==> config.mk <==
export PLATFORM = sky130hd
export DESIGN_NAME = pipe_width_packer_flat
export DESIGN_NICKNAME = d
export VERILOG_FILES = /design/src/rtl/pipe_pkg.sv /design/src/rtl/pipe_width_packer_if.sv /design/src/rtl/pipe_out_reg.sv /design/src/rtl/pipe_width_packer.sv /design/src/flat_wrapper.sv
export SDC_FILE = /design/constraint.sdc
export NUM_CORES = 1
export LEC_CHECK = 0
export ABC_AREA = 1
export CAP_MARGIN = 20
export CORE_MARGIN = 5
export CORE_UTILIZATION = 35
export CTS_BUF_LIST = sky130_fd_sc_hd__clkbuf_4
export CTS_CLUSTER_SIZE = 8
export DETAILED_ROUTE_END_ITERATION = 6
export MAX_ROUTING_LAYER = met4
export PLACE_DENSITY = 0.61
export RECOVER_POWER = 25
export SLEW_MARGIN = 20
export SYNTH_ARGS = -nofsm -noshare
export SYNTH_HDL_FRONTEND = slang
export SYNTH_SLANG_ARGS = --single-unit
==> constraint.sdc <==
create_clock -name Clk -period 1.28 [get_ports Clk]
set_input_delay 0.256 -clock Clk [delete_from_list [all_inputs] [get_ports Clk]]
set_output_delay 0.256 -clock Clk [all_outputs]
set_load 0.05 [all_outputs]
==> src/rtl/pipe_pkg.sv <==
// pipe_pkg: items shared by the middle pipe stage and its width packer.
//   PIPE_DW / PIPE_RATIO : default beat width and beats per packed word
//   packer_state_e       : packer state machine encoding
//   cnt_width()          : width of a 0..ratio beat count
package pipe_pkg;

  localparam int unsigned PIPE_DW    = 1;
  localparam int unsigned PIPE_RATIO = 4;

  typedef enum logic {
    FILL       = 1'b0,
    FLUSH_PEND = 1'b1
  } packer_state_e;

  // Bits needed to hold a count from 0 to ratio inclusive.
  function automatic int unsigned cnt_width(input int unsigned ratio);
    return $clog2(ratio + 1);
  endfunction

endpackage

==> src/rtl/pipe_width_packer_if.sv <==
// pipe_width_packer_if: beat input stream and packed word output stream of the
// width packer, bundled together.
//   master : beat producer / word consumer (drives DataIn*, Flush, DataOutRdy)
//   slave  : the packer (drives DataInRdy, DataOut*, DataOutVld)
// Flush is present only when PACKER_FLUSH_EN is defined.
interface pipe_width_packer_if #(
  parameter int unsigned DW    = pipe_pkg::PIPE_DW,
  parameter int unsigned RATIO = pipe_pkg::PIPE_RATIO
);

  localparam int unsigned CW = pipe_pkg::cnt_width(RATIO);

  logic [DW-1:0]       DataIn;
  logic                DataInVld;
  logic                DataInRdy;
`ifdef PACKER_FLUSH_EN
  logic                Flush;
`endif
  logic [DW*RATIO-1:0] DataOut;
  logic [CW-1:0]       DataOutCnt;
  logic                DataOutVld;
  logic                DataOutRdy;

  modport master (
`ifdef PACKER_FLUSH_EN
    output Flush,
`endif
    output DataIn, DataInVld, DataOutRdy,
    input  DataInRdy, DataOut, DataOutCnt, DataOutVld
  );

  modport slave (
`ifdef PACKER_FLUSH_EN
    input  Flush,
`endif
    input  DataIn, DataInVld, DataOutRdy,
    output DataInRdy, DataOut, DataOutCnt, DataOutVld
  );

endinterface

==> src/rtl/pipe_out_reg.sv <==
// pipe_out_reg: valid/ready holding register for a data word plus beat count.
//   clk, rst_n          : clock, async active-low reset
//   load                : capture load_data/load_cnt (only raised while free_c)
//   load_data, load_cnt : word and count to capture
//   rdy                 : consumer ready
//   free_c              : register can take a new word this cycle (combinational)
//   data, cnt, vld      : registered output word, count and valid
module pipe_out_reg #(
  parameter int unsigned W  = 4,
  parameter int unsigned CW = 3
) (
  input  logic          clk,
  input  logic          rst_n,
  input  logic          load,
  input  logic [W-1:0]  load_data,
  input  logic [CW-1:0] load_cnt,
  input  logic          rdy,
  output logic          free_c,
  output logic [W-1:0]  data,
  output logic [CW-1:0] cnt,
  output logic          vld
);

  assign free_c = !vld || rdy;

  // A load during a drain replaces the word and keeps vld high.
  always_ff @(posedge clk or negedge rst_n) begin
    if (!rst_n) begin
      data <= '0;
      cnt  <= '0;
      vld  <= 1'b0;
    end else if (load) begin
      data <= load_data;
      cnt  <= load_cnt;
      vld  <= 1'b1;
    end else if (vld && rdy) begin
      vld <= 1'b0;
    end
  end

endmodule

==> src/rtl/pipe_width_packer.sv <==
// pipe_width_packer: packs RATIO consecutive DW-bit beats into one DW*RATIO-bit
// word (beat 0 in the low bits), one beat per cycle with no word-boundary bubble.
//   Clk, Rstn : clock, async active-low reset
//   bus       : pipe_width_packer_if slave (beat stream in, packed word out)
// Build option PACKER_FLUSH_EN: adds the Flush request, the FLUSH_PEND state and
// partial-word emission; without it only full words are emitted.
module pipe_width_packer
  import pipe_pkg::*;
#(
  parameter int unsigned DW    = PIPE_DW,
  parameter int unsigned RATIO = PIPE_RATIO
) (
  input logic               Clk,
  input logic               Rstn,
  pipe_width_packer_if.slave bus
);

  localparam int unsigned CW   = cnt_width(RATIO);
  localparam int unsigned CNTW = $clog2(RATIO);
  localparam int unsigned SW   = DW * (RATIO - 1);
  localparam int unsigned OW   = DW * RATIO;
  localparam logic [CNTW-1:0] CNT_LAST = CNTW'(RATIO - 1);

  logic [CNTW-1:0] cnt;
  logic [SW-1:0]   slots;
  logic            free_c;
  logic            accept_c;
  logic            last_c;
  logic            load_c;
  logic [OW-1:0]   load_data_c;
  logic [CW-1:0]   load_cnt_c;

  assign last_c   = (cnt == CNT_LAST);
  assign accept_c = bus.DataInVld && bus.DataInRdy;

`ifdef PACKER_FLUSH_EN
  packer_state_e state;
  logic [SW-1:0] merged_c;
  logic [CW-1:0] held_c;
  logic [OW-1:0] partial_c;
  logic          full_c;
  logic          flush_now_c;

  // Slots and beat count as they stand once this cycle's beat (if any) is
  // included; the partial word masks slots past the count so stale beats
  // from earlier words never leak out.
  always_comb begin
    merged_c = slots;
    if (accept_c && !last_c) merged_c[int'(cnt)*DW +: DW] = bus.DataIn;
    held_c    = CW'(cnt) + CW'(accept_c);
    partial_c = '0;
    for (int unsigned i = 0; i < RATIO - 1; i++) begin
      if (CW'(i) < held_c) partial_c[i*DW +: DW] = merged_c[i*DW +: DW];
    end
  end

  assign full_c        = accept_c && last_c;
  assign flush_now_c   = (state == FILL) && bus.Flush && !full_c && (held_c != '0);
  assign bus.DataInRdy = (state == FILL) && (!last_c || free_c);
  assign load_c        = full_c || (flush_now_c && free_c) ||
                         ((state == FLUSH_PEND) && free_c);
  assign load_data_c   = full_c ? {bus.DataIn, slots} : partial_c;
  assign load_cnt_c    = full_c ? CW'(RATIO) : held_c;

  // Accumulator, counter and flush state machine.
  always_ff @(posedge Clk or negedge Rstn) begin
    if (!Rstn) begin
      state <= FILL;
      cnt   <= '0;
      slots <= '0;
    end else begin
      case (state)
        FILL: begin
          slots <= merged_c;
          if (full_c) begin
            cnt <= '0;
          end else if (flush_now_c) begin
            if (free_c) begin
              cnt <= '0;
            end else begin
              cnt   <= CNTW'(held_c);
              state <= FLUSH_PEND;
            end
          end else begin
            cnt <= CNTW'(held_c);
          end
        end
        FLUSH_PEND: begin
          if (free_c) begin
            cnt   <= '0;
            state <= FILL;
          end
        end
        default: state <= FILL;
      endcase
    end
  end
`else
  assign bus.DataInRdy = !last_c || free_c;
  assign load_c        = accept_c && last_c;
  assign load_data_c   = {bus.DataIn, slots};
  assign load_cnt_c    = CW'(RATIO);

  // Accumulator and counter; the final beat goes straight to the output.
  always_ff @(posedge Clk or negedge Rstn) begin
    if (!Rstn) begin
      cnt   <= '0;
      slots <= '0;
    end else if (accept_c) begin
      if (last_c) begin
        cnt <= '0;
      end else begin
        slots[int'(cnt)*DW +: DW] <= bus.DataIn;
        cnt                       <= cnt + 1'b1;
      end
    end
  end
`endif

  pipe_out_reg #(
    .W  (OW),
    .CW (CW)
  ) u_out_reg (
    .clk       (Clk),
    .rst_n     (Rstn),
    .load      (load_c),
    .load_data (load_data_c),
    .load_cnt  (load_cnt_c),
    .rdy       (bus.DataOutRdy),
    .free_c    (free_c),
    .data      (bus.DataOut),
    .cnt       (bus.DataOutCnt),
    .vld       (bus.DataOutVld)
  );

endmodule
==> src/flat_wrapper.sv <==
// flat-port wrapper written by rule: the top's interface ports become plain ports
module pipe_width_packer_flat import pipe_pkg::*;
#(
  parameter int unsigned DW    = PIPE_DW,
  parameter int unsigned RATIO = PIPE_RATIO
)
  (Clk, Rstn, bus_DataIn, bus_DataInVld, bus_DataOutRdy, bus_DataInRdy, bus_DataOut, bus_DataOutCnt, bus_DataOutVld);
  pipe_width_packer_if #(.DW(DW), .RATIO(RATIO)) bus_i ();
  input logic Clk;
  input logic Rstn;
  input wire logic [$bits(bus_i.DataIn)-1:0] bus_DataIn;
  input wire logic [$bits(bus_i.DataInVld)-1:0] bus_DataInVld;
  input wire logic [$bits(bus_i.DataOutRdy)-1:0] bus_DataOutRdy;
  output wire logic [$bits(bus_i.DataInRdy)-1:0] bus_DataInRdy;
  output wire logic [$bits(bus_i.DataOut)-1:0] bus_DataOut;
  output wire logic [$bits(bus_i.DataOutCnt)-1:0] bus_DataOutCnt;
  output wire logic [$bits(bus_i.DataOutVld)-1:0] bus_DataOutVld;
  assign bus_i.DataIn = bus_DataIn;
  assign bus_i.DataInVld = bus_DataInVld;
  assign bus_i.DataOutRdy = bus_DataOutRdy;
  assign bus_DataInRdy = bus_i.DataInRdy;
  assign bus_DataOut = bus_i.DataOut;
  assign bus_DataOutCnt = bus_i.DataOutCnt;
  assign bus_DataOutVld = bus_i.DataOutVld;
  pipe_width_packer #(.DW(DW), .RATIO(RATIO)) u_core (.Clk(Clk), .Rstn(Rstn), .bus(bus_i));
endmodule
==> summary.md <==
| Metric | Value |
|---|---|
| Crit Path Max Fanout | `2` |
| Clk Latency, worst-skew pair | `0.27 ns` |
| Worst slew pin tran | `0.565 ns` |
| Initial Util | `0.375` |
| Clock sink count | `11` |
| CTS tree | `yes` |
| Post-synthesis sequential area ratio | `0.476` |
| Vias | `510` |
| Vias in the first global route | `483` |
| Core Util, Final | `0.597` |
| Synthesized area | `578 sq um` |
| DR pass1 iterations | `2` |
| Area share of the largest cell type after synthesis | `0.476` |
| Outcome | `finished, violations left` |
| Final setup violation count | `1` |
| Syn Area/Cell | `8.38 sq um` |
| Global-route wire length before repair | `2.10 mm` |
| Fin Clk Skew | `0.00848 ns` |
| Slew headroom | `0.624` |
| Power density cells | `2250 nW/um^2` |
| Pin count of the biggest net entering global routing | `12` |
| PortBufs | `11` |
| Worst path depth | `3` |
| Synth warn | `0` |
| CP bufs+invs | `1` |
| Final Slew Violations | `0` |
| Initial DRC Count | `6` |
| Fmax | `733 MHz` |
| CP max-delay cell | `dfrtp_2` |
| Cell count after synthesis | `69` |
| P&R area growth vs syn | `59.1%` |
| Worst R2R Path Depth | `6` |
| Final period util | `1.07` |
| Worst setup margin | `-0.0839 ns` |
| CP max stage delay | `0.43 ns` |
| Pre-CTS setup slack | `-0.0431 ns` |
| CP required | `1.02 ns` |
| Total Routing Usage GR | `0.114` |
| Initial antenna violation count | `0` |
| Gr ovfl total | `0` |
| Violated checks | `setup timing` |
| Startpoint Class | `flip-flop` |
| Layout cells sized above 1 | `0.344` |
| Peak VDD IR | `0.00123 V` |
| Detail Route Antenna Nets | `0` |
| DRC Markers | `0` |
| Std-Cell Core Area | `1540 sq um` |
| Setup TNS | `-0.0839 ns` |
| CP arrival | `1.11 ns` |
| DP Wirelength | `887 microns` |
| Pleak | `0.461 nW` |
| Cell types occupying the most area after synthesis | `dfrtp_1 48%, nand2_1 14%, ha_1 11%` |
| RSZ-0062 raised after global routing | `yes` |
| Die span in y | `50.6 microns` |
| Period minus WS final | `1.36 ns` |
| DR WL/cell | `11.1 microns` |
| CP Cell Sequence | `ha_4 > nand3_4 > buf_12` |
| Final wirelength | `1.21 mm` |
| Placer Congestion | `0.797` |
| Largest area contributor in the synthesized netlist | `dfrtp_1` |
| Yosys cell types | `11` |
| CP endpoint kind | `output pin` |
| Clock buffer depth | `2` |
| Die ar. | `2560 sq um` |
| Max-cap violations | `0` |
| Power Total | `0.00207 W` |
| CP delay by family, top | `flip-flops` |
| Kind of critical path | `flip-flop to output pin` |
| H-tree depth | `1` |
| Hold Path Class | `primary input to async pin` |
| I/O pin cnt | `14` |
| Clock transition at the registers of the reported paths | `0.07 ns` |
| Endpoints failing hold | `0` |
| Drt via density | `4.68` |
| CTS Buf Count | `3` |
| Rows | `14` |
| Nets@finish | `104` |
| Hold WS | `0.476 ns` |
| Die Wd | `50.6 microns` |
| N_diodes | `0` |
| Yosys reg bits | `11` |
| Clock root buffer | `clkbuf_4` |
[routing by layer]
layer,vias up,GRT usage,routed length (microns)
met5,-,-,0
met1,233,0.130,534
li1,262,-,-
met3,3,0.0325,81
met2,12,0.163,560
met4,0,0.0894,36
[where the power goes]
group	switching [W]	internal, W
clock	0.000118	0.000142
sequential	0.000126	0.000474
combinational	0.000621	0.000588
[logic make-up (layout without fill, tap and decap cells)]
| family | count (synthesis) | after routing | share of synthesized area |
|---|---|---|---|
| and+or+nand+nor | 39 | 39 | 0.299 |
| buffers and inverters | 10 | 33 | 0.0844 |
| DFF | 11 | 11 | 0.476 |
| adders and majority gates | 5 | 5 | 0.108 |
| AOI/OAI and AO/OA | 3 | 3 | 0.0260 |
| other | 1 | 2 | 0.00649 |
[per-stage QoR]
step                      instances  area (sq um)
after detailed placement        101           821
after CTS                       107           891
after global routing            109           920
final                           109           920
after floorplan                  70           591
after global placement          101           821
[sequential cells by signal (all words and copies together) (netlist names)]
name,count
u_core.cnt,2
u_core.slots,3
u_core.u_out_reg.cnt,1
u_core.u_out_reg.data,4
u_core.u_out_reg.vld,1
[Yosys cell counts]
master   count
nand2_1     22
ha_1         5
buf_4        3
nor2_1       4
dfrtp_1     11
inv_1        7
nand3_1      8
nand4_1      4
conb_1       1
nand3_2      1
o21ai_0      3
[layout by cell type (no fill, tap or decap)]
cell type	Yosys	layout
inv_1	7	3
inv_4	0	2
buf_6	0	2
buf_4	3	8
dlygate4sd3_1	0	1
nor2_1	4	4
inv_2	0	2
ha_4	0	2
dfrtp_1	11	8
nand2_2	0	1
conb_1	1	2
ha_1	5	3
nand4_1	4	4
clkdlybuf4s50_1	0	3
dfrtp_2	0	3
nand3_4	0	1
nand2_1	22	21
nand3_1	8	8
o21ai_1	0	3
clkbuf_4	0	4
clkbuf_1	0	1
buf_12	0	7
[repair_timing]
item,CTS,global route
gates resized for setup,3,14
endpoints found under the setup margin,1,4
cloned,0,0
buffers inserted,2,2
hold buffers,0,0
endpoints found under the hold margin,0,0
pin swaps,1,2
[worst paths after layout]
check / start / endpoint / slack [ns]
max: u_core.cnt[1] / bus_DataInRdy / -0.08
min: Rstn / u_core.u_out_reg.data[2] / 0.48
max reg2reg: u_core.cnt[0] / u_core.slots[1] / 0.09
min reg2reg: u_core.slots[2] / u_core.slots[2] / 0.50
max in group asynchronous: Rstn / u_core.cnt[0] / 0.40
min in group Clk: u_core.slots[2] / u_core.slots[2] / 0.50
[worst register-to-register path, cell delays in order (launching register included)]
cell	delay (ns)
dfrtp_2	0.43
buf_6	0.13
buf_4	0.14
ha_1	0.19
nand3_1	0.10
nand2_1	0.05
o21ai_1	0.07
[layout make-up]
cell class,count,area [sq um]
Fill cell,141,622
Multi-Input combinational cell,49,293
Sequential cell,11,279
Timing Repair Buffer,22,267
Inverter,7,31.3
Clock buffer,4,30.0
Tap cell,16,20.0
No activity file was read; power rests on OpenSTA's default activity.
